**config.mk**
```make
export PLATFORM = sky130hd
export DESIGN_NAME = pc_seq_ctrl
export DESIGN_NICKNAME = d
export VERILOG_FILES = /design/src/rtl/pc_seq_pkg.sv /design/src/rtl/pc_seq_perf_cnt.sv /design/src/rtl/pc_seq_ctrl.sv
export SDC_FILE = /design/constraint.sdc
export NUM_CORES = 1
export LEC_CHECK = 0
export ABC_CLOCK_PERIOD_IN_PS = 4100
export BUFFER_PORTS_ARGS = -buffer_cell sky130_fd_sc_hd__buf_2
export CORE_MARGIN = 2
export CORE_UTILIZATION = 53
export CTS_CLUSTER_DIAMETER = 30
export DETAILED_ROUTE_END_ITERATION = 10
export PLACE_DENSITY = 0.89
export SYNTH_ARGS = -nofsm -noshare
export SYNTH_HDL_FRONTEND = slang
export SYNTH_SLANG_ARGS = --single-unit
export TNS_END_PERCENT = 1
```
**constraint.sdc**
```tcl
create_clock -name clk_i -period 4.1 [get_ports clk_i]
set_clock_uncertainty 0.2 [all_clocks]
set_input_delay 0.82 -clock clk_i [delete_from_list [all_inputs] [get_ports clk_i]]
set_output_delay 0.82 -clock clk_i [all_outputs]
set_load 0.01 [all_outputs]
```
**src/rtl/pc_seq_pkg.sv**
```systemverilog
// pc_seq_pkg: shared types and constants for the fetch-stage PC sequencer.
//   state_t    : controller states (IDLE, BOOT, RUN, REDIR_PEND)
//   pc_src_t   : next-PC source select codes
//   XLEN       : PC width in bits
`timescale 1ns/1ps
package pc_seq_pkg;

  localparam int XLEN = 32;

  typedef enum logic [1:0] {
    IDLE       = 2'd0,
    BOOT       = 2'd1,
    RUN        = 2'd2,
    REDIR_PEND = 2'd3
  } state_t;

  typedef enum logic [1:0] {
    SRC_VEC  = 2'd0,  // reset vector
    SRC_SEQ  = 2'd1,  // pc_cur + step
    SRC_BR   = 2'd2,  // live branch target
    SRC_PEND = 2'd3   // captured (deferred) branch target
  } pc_src_t;

endpackage

```
**src/rtl/pc_seq_perf_cnt.sv**
```systemverilog
// pc_seq_perf_cnt: pair of 32-bit saturating event counters.
// Only instantiated when PC_SEQ_PERF_EN is defined.
// Ports:
//   clk_i, rst_i       : clock, async active-low reset
//   clr_i              : synchronous clear (dominates increments)
//   stall_inc_i        : count one stall cycle
//   redir_inc_i        : count one applied redirect
//   stall_cycles_o     : stall cycle count
//   redirect_cnt_o     : redirect count
`timescale 1ns/1ps
module pc_seq_perf_cnt
  import pc_seq_pkg::*;
(
  input  logic            clk_i,
  input  logic            rst_i,
  input  logic            clr_i,
  input  logic            stall_inc_i,
  input  logic            redir_inc_i,
  output logic [XLEN-1:0] stall_cycles_o,
  output logic [XLEN-1:0] redirect_cnt_o
);

  logic [XLEN-1:0] r_stall_cnt;
  logic [XLEN-1:0] r_redir_cnt;

  // Stall cycle counter, holds at all-ones instead of wrapping.
  always_ff @(posedge clk_i or negedge rst_i) begin
    if (!rst_i) begin
      r_stall_cnt <= 32'd0;
    end else if (clr_i) begin
      r_stall_cnt <= 32'd0;
    end else if (stall_inc_i && (r_stall_cnt != 32'hFFFF_FFFF)) begin
      r_stall_cnt <= r_stall_cnt + 32'd1;
    end else begin
      r_stall_cnt <= r_stall_cnt;
    end
  end

  // Redirect counter, holds at all-ones instead of wrapping.
  always_ff @(posedge clk_i or negedge rst_i) begin
    if (!rst_i) begin
      r_redir_cnt <= 32'd0;
    end else if (clr_i) begin
      r_redir_cnt <= 32'd0;
    end else if (redir_inc_i && (r_redir_cnt != 32'hFFFF_FFFF)) begin
      r_redir_cnt <= r_redir_cnt + 32'd1;
    end else begin
      r_redir_cnt <= r_redir_cnt;
    end
  end

  assign stall_cycles_o = r_stall_cnt;
  assign redirect_cnt_o = r_redir_cnt;

endmodule

```
**src/rtl/pc_seq_ctrl.sv**
```systemverilog
// pc_seq_ctrl: fetch-stage PC sequencing controller.
// Chooses the next PC (boot vector, branch target, deferred target or
// sequential), generates the PC write enable and the IF/ID flush.
// Optional feature macro: PC_SEQ_PERF_EN (adds stall/redirect counters).
// Ports:
//   clk_i, rst_i          : clock, async active-low reset
//   start_i               : run enable (low -> IDLE)
//   cpu_stall_i           : cache stall, blocks every PC write
//   hazard_stall_i        : load-use stall (overridden by a redirect)
//   branch_taken_i        : ID-stage taken branch/jump
//   branch_target_i       : redirect target
//   pc_cur_i              : current PC register value
//   pc_next_o             : PC register D input
//   pc_write_o            : PC register write enable
//   flush_o               : IF/ID flush, one cycle per applied redirect
//   running_o             : high in BOOT/RUN/REDIR_PEND
//   stall_cycles_o, redirect_cnt_o : perf counters (PC_SEQ_PERF_EN only)
`timescale 1ns/1ps
module pc_seq_ctrl
  import pc_seq_pkg::*;
#(
  parameter logic [31:0] RESET_VECTOR = 32'h0000_0000,
  parameter logic [31:0] PC_STEP      = 32'd4
) (
  input  logic            clk_i,
  input  logic            rst_i,
  input  logic            start_i,
  input  logic            cpu_stall_i,
  input  logic            hazard_stall_i,
  input  logic            branch_taken_i,
  input  logic [XLEN-1:0] branch_target_i,
  input  logic [XLEN-1:0] pc_cur_i,
  output logic [XLEN-1:0] pc_next_o,
  output logic            pc_write_o,
  output logic            flush_o,
`ifdef PC_SEQ_PERF_EN
  output logic [XLEN-1:0] stall_cycles_o,
  output logic [XLEN-1:0] redirect_cnt_o,
`endif
  output logic            running_o
);

  state_t          r_state;
  state_t          w_state_nxt;
  logic [XLEN-1:0] r_pend_tgt;
  pc_src_t         w_src;
  logic            w_pend_cap;
  logic            w_pc_write;
  logic            w_flush;
  logic            w_running;

  // State and deferred-target registers.
  always_ff @(posedge clk_i or negedge rst_i) begin
    if (!rst_i) begin
      r_state    <= IDLE;
      r_pend_tgt <= 32'd0;
    end else begin
      r_state <= w_state_nxt;
      if (w_pend_cap) begin
        r_pend_tgt <= branch_target_i;
      end else begin
        r_pend_tgt <= r_pend_tgt;
      end
    end
  end

  // Next-state, source select and control outputs.
  always_comb begin
    w_state_nxt = r_state;
    w_src       = SRC_VEC;
    w_pend_cap  = 1'b0;
    w_pc_write  = 1'b0;
    w_flush     = 1'b0;
    w_running   = 1'b0;
    case (r_state)
      IDLE: begin
        if (start_i) begin
          w_state_nxt = BOOT;
        end else begin
          w_state_nxt = IDLE;
        end
      end
      BOOT: begin
        w_running = 1'b1;
        w_src     = SRC_VEC;
        if (!start_i) begin
          w_state_nxt = IDLE;
        end else if (!cpu_stall_i) begin
          w_pc_write  = 1'b1;
          w_state_nxt = RUN;
        end else begin
          w_state_nxt = BOOT;
        end
      end
      RUN: begin
        w_running = 1'b1;
        w_src     = branch_taken_i ? SRC_BR : SRC_SEQ;
        if (!start_i) begin
          w_state_nxt = IDLE;
        end else if (cpu_stall_i) begin
          // A redirect arriving under a cache stall is parked until the stall drops.
          if (branch_taken_i) begin
            w_pend_cap  = 1'b1;
            w_state_nxt = REDIR_PEND;
          end else begin
            w_state_nxt = RUN;
          end
        end else if (branch_taken_i) begin
          // Redirect wins over a load-use stall: the stalled instruction is flushed anyway.
          w_pc_write = 1'b1;
          w_flush    = 1'b1;
        end else begin
          w_pc_write = ~hazard_stall_i;
        end
      end
      REDIR_PEND: begin
        w_running = 1'b1;
        w_src     = SRC_PEND;
        if (!start_i) begin
          w_state_nxt = IDLE;
        end else if (!cpu_stall_i) begin
          w_pc_write  = 1'b1;
          w_flush     = 1'b1;
          w_state_nxt = RUN;
        end else begin
          w_state_nxt = REDIR_PEND;
        end
      end
      default: begin
        w_state_nxt = IDLE;
      end
    endcase
  end

  // Next-PC mux; sequential path wraps naturally at 32 bits.
  always_comb begin
    case (w_src)
      SRC_VEC:  pc_next_o = RESET_VECTOR;
      SRC_SEQ:  pc_next_o = pc_cur_i + PC_STEP;
      SRC_BR:   pc_next_o = branch_target_i;
      SRC_PEND: pc_next_o = r_pend_tgt;
      default:  pc_next_o = RESET_VECTOR;
    endcase
  end

  assign pc_write_o = w_pc_write;
  assign flush_o    = w_flush;
  assign running_o  = w_running;

`ifdef PC_SEQ_PERF_EN
  logic w_perf_clr;

  // Counters clear on the edge that enters IDLE.
  assign w_perf_clr = (w_state_nxt == IDLE);

  pc_seq_perf_cnt u_perf (
    .clk_i          (clk_i),
    .rst_i          (rst_i),
    .clr_i          (w_perf_clr),
    .stall_inc_i    (w_running & ~w_pc_write),
    .redir_inc_i    (w_flush),
    .stall_cycles_o (stall_cycles_o),
    .redirect_cnt_o (redirect_cnt_o)
  );
`endif

endmodule
```
==> PnR_summary.wiki, run 1 <==
{| class="wikitable"
! Metric !! Value
|-
| Status || complete, no violations
|-
| Area growth syn-to-layout || 26.2%
|-
| Max-capacitance violation count || 0
|-
| Clock buffers created by TritonCTS || 5
|-
| Depth of the CTS H-tree || 2
|-
| Final TNS setup || 0 ns
|-
| Register bit total from synthesis || 34
|-
| Worst Path Arrival || about 2.8 ns
|-
| Number of iterations in the first detailed-routing pass || 5
|-
| Endpoint required time on the critical path || 3.08 ns
|-
| Clock sinks || 34
|-
| Ys Warns || 0
|-
| Number of resized instances in the post-cts repair step || 0
|-
| Layout net count || between 400 and 500
|-
| Count of unique library cells instantiated by Yosys || 47
|-
| Final critical delay including setup and external delays || approximately 3.8 ns
|-
| Global-route wire length before repair || about 12 mm
|-
| Biggest area consumer among synthesized cells || dfrtp_1
|-
| Setup repair after global routing missed its margin || no
|-
| Syn avg cell area || about 8.7 sq um
|-
| Metal3 WL || around 710 um
|-
| Path type of the worst setup path || primary input to primary output
|-
| Proportion of netlist area held by the largest area contributor || 0.319
|-
| Fraction of registers with async set/reset || 1.00
|-
| Iter 0 DRT Violations || about 340
|-
| Top post-synthesis cells by area || dfrtp_1, mux2_2, a22oi_1, o211ai_1, xnor2_1
|-
| Antenna violations before repair || 0
|-
| Depth of the worst hold-timing path || 2
|-
| Leading register cell type out of synthesis || dfrtp_1
|-
| Least-Margin Pin Slew || 0.991 ns
|-
| Post-DP HPWL || around 5.6 mm
|-
| Ratio of routed vias to standard cells || 6.24
|-
| Number of vias in the routed layout || a little under 3000
|-
| Number of placed I/O pins || 105
|-
| R2r worst-path depth || 5
|-
| Dominant combinational cell family by area after synthesis || simple AND/OR/NAND/NOR gates
|-
| Final instance area || roughly 3400 sq um
|-
| Combined global-route utilization of all metal layers || 0.279
|-
| Share of post-route cells with drive strength above 1 || 0.380
|-
| Port buffer count || around 100
|-
| Reg clk slew, reported paths || around 0.07 ns
|-
| Insertion delay of the later-clocked pin in the worst-skew pair || about 0.29 ns
|-
| Top achievable clock speed || 265 MHz
|-
| Number of design rule violations left after detail routing || 0
|-
| Wire length on met1 || ~3 mm
|-
| Synthesized netlist net count || 379
|-
| Top metal layer carrying routed signals || met4
|-
| Number of nets with antenna violations after routing || 0
|-
| Post-synthesis sequential area ratio || 0.319
|-
| Setup Fix Bufs, Post-CTS || 0
|-
| Total met2 wirelength after detailed routing || between 3 and 4 mm
|-
| Effective utilization at floorplan || 0.558
|-
| Top fanout value on the critical path || 14
|-
| Core footprint || 4790 sq um
|-
| Fraction of the mapped netlist area in simple logic gates || 0.236
|-
| LEAKAGE || about 1.5 nW
|-
| Post-synthesis instance total || between 300 and 400
|-
| Die Height || 75.0 um
|-
| Wire length per cell after detailed routing || 16.3 um
|-
| Max Slew Vio Count || 0
|-
| Final hold violation count || 0
|-
| Final setup violation count || 0
|-
| Number of filler cells placed in the layout || 386
|-
| Overall Power || approximately 1.1 mW
|-
| Diode count || 0
|-
| Complex-gate fraction of the synthesized area || 0.214
|-
| Cell Rows || 25
|-
| Chip Width || about 75 um
|-
| Placed cell areas || approximately 3200 sq um
|-
| Number of enable flip-flop cells after synthesis || 0
|-
| Mux contribution to synthesized area || 0.141
|-
| Drt total wl || roughly 7.7 mm
|-
| Worst setup EP type || primary output
|-
| Cell Pwr Density || between 300 and 400 nW/um^2
|-
| Clk root buf || clkbuf_8
|-
| Crit start category || primary input
|-
| Overall die area || between 5000 and 6000 sq um
|-
| Pin count of the biggest net entering global routing || 40
|-
| Post-CTS Hold Buffers || 0
|-
| Synthesized cell area || between 2000 and 3000 sq um
|-
| Buffer depth of the longest clock path || 2
|-
| Number of global-route vias before repair || approximately 2700
|-
| Worst-case headroom to the max-slew limit || 0.339
|-
| Count of placed standard cells including taps || between 400 and 500
|-
| Xor and xnor fraction of the mapped netlist area || 0.0393
|-
| Clock tree from TritonCTS || built
|-
| Highest ir drop seen on vdd || about 0.18 mV
|-
| Worst Hold Class || flop to flop
|-
| Final weighted congestion in routability-driven placement || between 0.9 and 1
|-
| Overall overflow remaining after global route || 0
|-
| Period utilisation layout || 0.921
|-
| Adder and majority cell fraction of the synthesized area || 0.00468
|-
| Final non-filler cell total || between 400 and 500
|}
-- layout by cell type, fill, tap and decap left out, drive strengths merged, types with 4 or more instances in the layout --
cell and count:
a211oi 4, a21oi 9, a22o 4, a22oi 18
a32oi 4, and2 4, buf 110, clkbuf 6
dfrtp 34, inv 6, mux2 30, mux2i 4
nand2 21, nand3 19, nand4 10, nor2 23
nor3 11, nor4 5, o211ai 17, o21ai 8
o22ai 9, or4 6, xnor2 12
-- final cells by class --
cell class | instances | area [sq um] | area share
tap | 67 | 83.8 | 0.0249
sequential | 34 | 851 | 0.252
clock inverter | 2 | 60.1 | 0.0178
inverter | 7 | 26.3 | 0.00780
multi-input combinational | 244 | 1700 | 0.505
timing repair buffer | 110 | 566 | 0.168
clock buffer | 6 | 82.6 | 0.0245
-- flip-flops by register name (all words and copies together), names as in the netlist --
name and cells:
r_pend_tgt 32, r_state 2
-- cells by family (layout without fill, tap and decap cells) --
family / after synthesis / count (layout)
simple gates: 116 / 116
compound gates: 81 / 81
mux: 34 / 34
fa+ha+maj: 1 / 1
xor+xnor: 12 / 12
buf+inv: 30 / 125
flops: 34 / 34
-- power by group --
part	internal, mW	switching, mW
logic	0.140	0.147
registers	0.411	0.0400
clock network	0.259	0.129
-- Yosys cell counts, types with 2 or more instances --
cell type,instances
nand3_1,19
o211ai_1,17
a21oi_1,9
nor3_1,11
and2_1,3
o21ai_0,8
a22oi_1,18
xnor2_1,12
buf_1,4
mux2_2,30
clkbuf_1,15
or3_1,2
o311ai_0,2
o22ai_1,9
o221ai_1,3
nor4_1,5
or4b_1,3
buf_2,3
nor3b_1,2
a32oi_1,4
nor2_1,23
nand2_1,20
nand4_1,9
a211oi_1,4
a22o_1,4
and4_1,3
mux2i_1,4
dfrtp_1,34
or4_1,5
inv_1,6
-- worst max-delay path, cell delays in order --
cell and delay, ns:
buf_2 0.13, ha_1 0.23, nand3_1 0.23, or4_4 0.56
or4b_1 0.52, o211ai_1 0.10, buf_2 0.16
-- metal layers --
layer | GRT usage | vias up
li1 | - | 1380
met1 | 0.370 | 1360
met2 | 0.466 | 178
met3 | 0.0442 | 17
met4 | 0.0913 | 0
met5 | 0 | -
-- final timing paths --
| path | from | to | slack (ns) |
|---|---|---|---|
| setup / recovery | pc_cur_i[2] | pc_next_o[28] | 0.32 |
| hold / removal | r_pend_tgt[6] | r_pend_tgt[6] | 0.30 |
| setup reg to reg | r_state[0] | r_pend_tgt[17] | 1.26 |
| hold reg to reg | r_pend_tgt[6] | r_pend_tgt[6] | 0.30 |
| max in group asynchronous | rst_i | r_pend_tgt[7] | 2.79 |
| min in group asynchronous | rst_i | r_pend_tgt[23] | 0.41 |
-- per-stage QoR --
stage | utilization | hold WS [ns] | setup WS [ns]
finish | 0.704 | 0.297 | 0.324
CTS | 0.704 | 0.300 | 0.340
floorplan | - | 0.250 | 0.748
global route | 0.704 | 0.321 | 0.196
global placement | 0.675 | 0.264 | 0.394
detailed placement | 0.675 | 0.281 | 0.345
Power figures use the tool's default switching activity.
==> inputs of run 2 (changes only) <==
Settings changed: CORE_MARGIN 2 to unset, CTS_BUF_LIST set to sky130_fd_sc_hd__clkbuf_4 sky130_fd_sc_hd__clkbuf_8 sky130_fd_sc_hd__clkbuf_16.
==> run 2 against run 1 <==
Combinational power about the same. Clock-buffer cell count increased by 1. Maximum frequency decreased by 0.43%. Die area decreased by 5.3%. Critical path type unchanged. Critical endpoint unchanged. Largest power group unchanged.
==> PnR_summary.wiki, run 2 (synthesis gave the netlist of run 1 again) <==
{| class="wikitable"
! Metric !! Value
|-
| Number of vias in the routed layout || 2950 (+0.51%)
|-
| Crit path setup slack, layout || 0.308 ns (-0.0161 ns)
|-
| Core footprint || 4790 sq um (unchanged)
|-
| Count of placed standard cells including taps || 463 (+0.22%)
|-
| Overall die area || 5330 sq um (-5.3%)
|-
| Top fanout value on the critical path || 14 (unchanged)
|-
| Cell Chain, Critical Path || buf_2, ha_1, nand3_1, or4_4, or4b_1, o211ai_1, buf_2
|-
| Crit start category || primary input
|-
| Cell Pwr Density || 301 nW/um^2 (-9.9%)
|-
| Number of global-route vias before repair || 2681 (-0.92%)
|-
| Worst setup EP type || primary output
|-
| Number of placed I/O pins || 105 (unchanged)
|-
| Number of filler cells placed in the layout || 391 (+1.3%)
|-
| Top achievable clock speed || 264 MHz (-0.43%)
|-
| Worst-case headroom to the max-slew limit || 0.322 (-0.0169)
|-
| Largest incremental delay on the critical path || 0.55 ns (about the same)
|-
| Highest ir drop seen on vdd || 0.193 mV (+8.5%)
|-
| Final hold violation count || 0 (unchanged)
|-
| Number of design rule violations left after detail routing || 0 (unchanged)
|-
| Ratio of routed vias to standard cells || 6.26 (+0.30%)
|-
| Cell repeated most along the worst path || buf_2
|-
| Final TNS setup || 0 ns (unchanged)
|-
| Biggest regs || r_pend_tgt (32), r_state (2)
|-
| Placed cell areas || 3240 sq um (+0.23%)
|-
| Final instance area || 3330 sq um (-1.2%)
|-
| Worst Path Arrival || 2.77 ns (about the same)
|-
| Overall Power || 1.00 mW (-11%)
|-
| Pin count of the biggest net entering global routing || 40 (unchanged)
|-
| Clock sinks || 34 (unchanged)
|-
| Combined global-route utilization of all metal layers || 0.293 (+0.0142)
|-
| Setup Fix Bufs, Post-CTS || 0 (unchanged)
|-
| Share of post-route cells with drive strength above 1 || 0.381 (+0.00154)
|-
| Number of nets with antenna violations after routing || 0 (unchanged)
|-
| Worst Hold Endpoint || r_pend_tgt[6]
|-
| Final setup violation count || 0 (unchanged)
|-
| Reg clk slew, reported paths || 0.07 ns (about the same)
|-
| Final core occ || 0.696 (-0.00837)
|-
| Port buffer count || 104 (unchanged)
|-
| Clk root buf || clkbuf_8
|-
| Clock tree from TritonCTS || built
|-
| Iter 0 DRT Violations || 226 (-33%)
|-
| Effective utilization at floorplan || 0.558 (unchanged)
|-
| Insertion delay of the later-clocked pin in the worst-skew pair || 0.28 ns (about the same)
|-
| Antenna violations before repair || 0 (unchanged)
|-
| Dpl ws || 0.346 ns (+0.000718 ns)
|-
| Worst flop-to-flop path endpoint || r_pend_tgt[20]
|-
| Depth of the CTS H-tree || 2 (unchanged)
|-
| Max-capacitance violation count || 0 (unchanged)
|-
| Path type of the worst setup path || primary input to primary output
|-
| Most used cells in the layout excluding fill and tap cells || buf_2, dfrtp_1, mux2_2
|-
| Die Height || 73.0 um (-2.7%)
|-
| Cell Rows || 25 (unchanged)
|-
| Max Slew Vio Count || 0 (unchanged)
|-
| Period utilisation layout || 0.925 (+0.00393)
|-
| Layout net count || 474 (+0.21%)
|-
| Setup slack of the most critical reg-to-reg path || 1.89 ns (+0.63 ns)
|-
| Status || complete, no violations
|-
| Most common cell after layout, fill and taps aside || buf_2
|-
| Wire length per cell after detailed routing || 15.8 um (-3.2%)
|-
| Final weighted congestion in routability-driven placement || 0.916 (-0.45%)
|-
| Buffer depth of the longest clock path || 2 (unchanged)
|-
| Final critical delay including setup and external delays || 3.79 ns (+0.0161 ns)
|-
| Depth of the worst hold-timing path || 2 (unchanged)
|-
| Overall overflow remaining after global route || 0 (unchanged)
|-
| Clock buffers created by TritonCTS || 5 (unchanged)
|-
| R2r worst-path depth || 5 (unchanged)
|-
| Final non-filler cell total || 471 (+0.21%)
|-
| Number of flip-flops under the largest register name || 32 (unchanged)
|-
| Number of resized instances in the post-cts repair step || 0 (unchanged)
|-
| Post-CTS Hold Buffers || 0 (unchanged)
|-
| Worst slack on hold paths || 0.287 ns (-0.0105 ns)
|-
| Diode count || 0 (unchanged)
|-
| Hold wc startpoint || r_pend_tgt[6]
|-
| Slowest library cell on the worst path || or4_4
|-
| Least-Margin Pin Slew || 1.02 ns (+0.0253 ns)
|-
| Register ranked first by flip-flop count || r_pend_tgt
|-
| Worst Hold Class || flop to flop
|-
| Post-DP HPWL || 5.44 mm (-2.4%)
|-
| Endpoint required time on the critical path || 3.08 ns (about the same)
|-
| Area growth syn-to-layout || 24.7%
|-
| Number of iterations in the first detailed-routing pass || 6 (+1)
|-
| Critical register-to-register path startpoint || r_state[0]
|-
| Chip Width || 73.0 um (-2.7%)
|-
| Global-route wire length before repair || 12.3 mm (+0.85%)
|-
| Drt total wl || 7.43 mm (-3.0%)
|-
| Setup repair after global routing missed its margin || no
|-
| LEAKAGE || 1.51 nW (-1.0%)
|}
[run 2: changes by cell type in the layout (fill, tap and decap cells not counted)]
cell,delta
buf_4,+1
clkbuf_4,+1
clkinv_2,+1
bufinv_16,-2
[run 2: power breakdown]
part	switching, mW	total [mW]	internal [mW]
logic	0.145	0.284	0.140
registers	0.0396	0.451	0.411
clock network	0.125	0.267	0.142
[run 2: worst max path at each step]
stage / startpoint / endpoint
after floorplan: pc_cur_i[2] / pc_next_o[18]
after global placement: pc_cur_i[2] / pc_next_o[28]
after detailed placement: pc_cur_i[2] / pc_next_o[28]
after CTS: pc_cur_i[2] / pc_next_o[28]
after global routing: pc_cur_i[2] / pc_next_o[28]
final: pc_cur_i[2] / pc_next_o[28]
[run 2: routing by layer]
layer,global-route usage,routed length [um]
met5,0,0
met4,0.0871,188
met3,0.0635,650
met2,0.480,3450
met1,0.387,3140
[run 2: area by class of cell]
type | instances | area [sq um] | share of cell area
multi-input combinational | 244 | 1700 | 0.511
sequential | 34 | 851 | 0.255
timing repair buffer | 111 | 573 | 0.172
clock buffer | 7 | 90.1 | 0.0270
tap | 67 | 83.8 | 0.0252
inverter | 7 | 26.3 | 0.00789
clock inverter | 1 | 5.00 | 0.00150
[run 2: critical path: cells and delay by family]
family / cells / cell delay [ns]
AOI/OAI and AO/OA: 1 / 0.11
and+or+nand+nor: 3 / 1.30
adders and majority gates: 1 / 0.24
buffers and inverters: 2 / 0.30
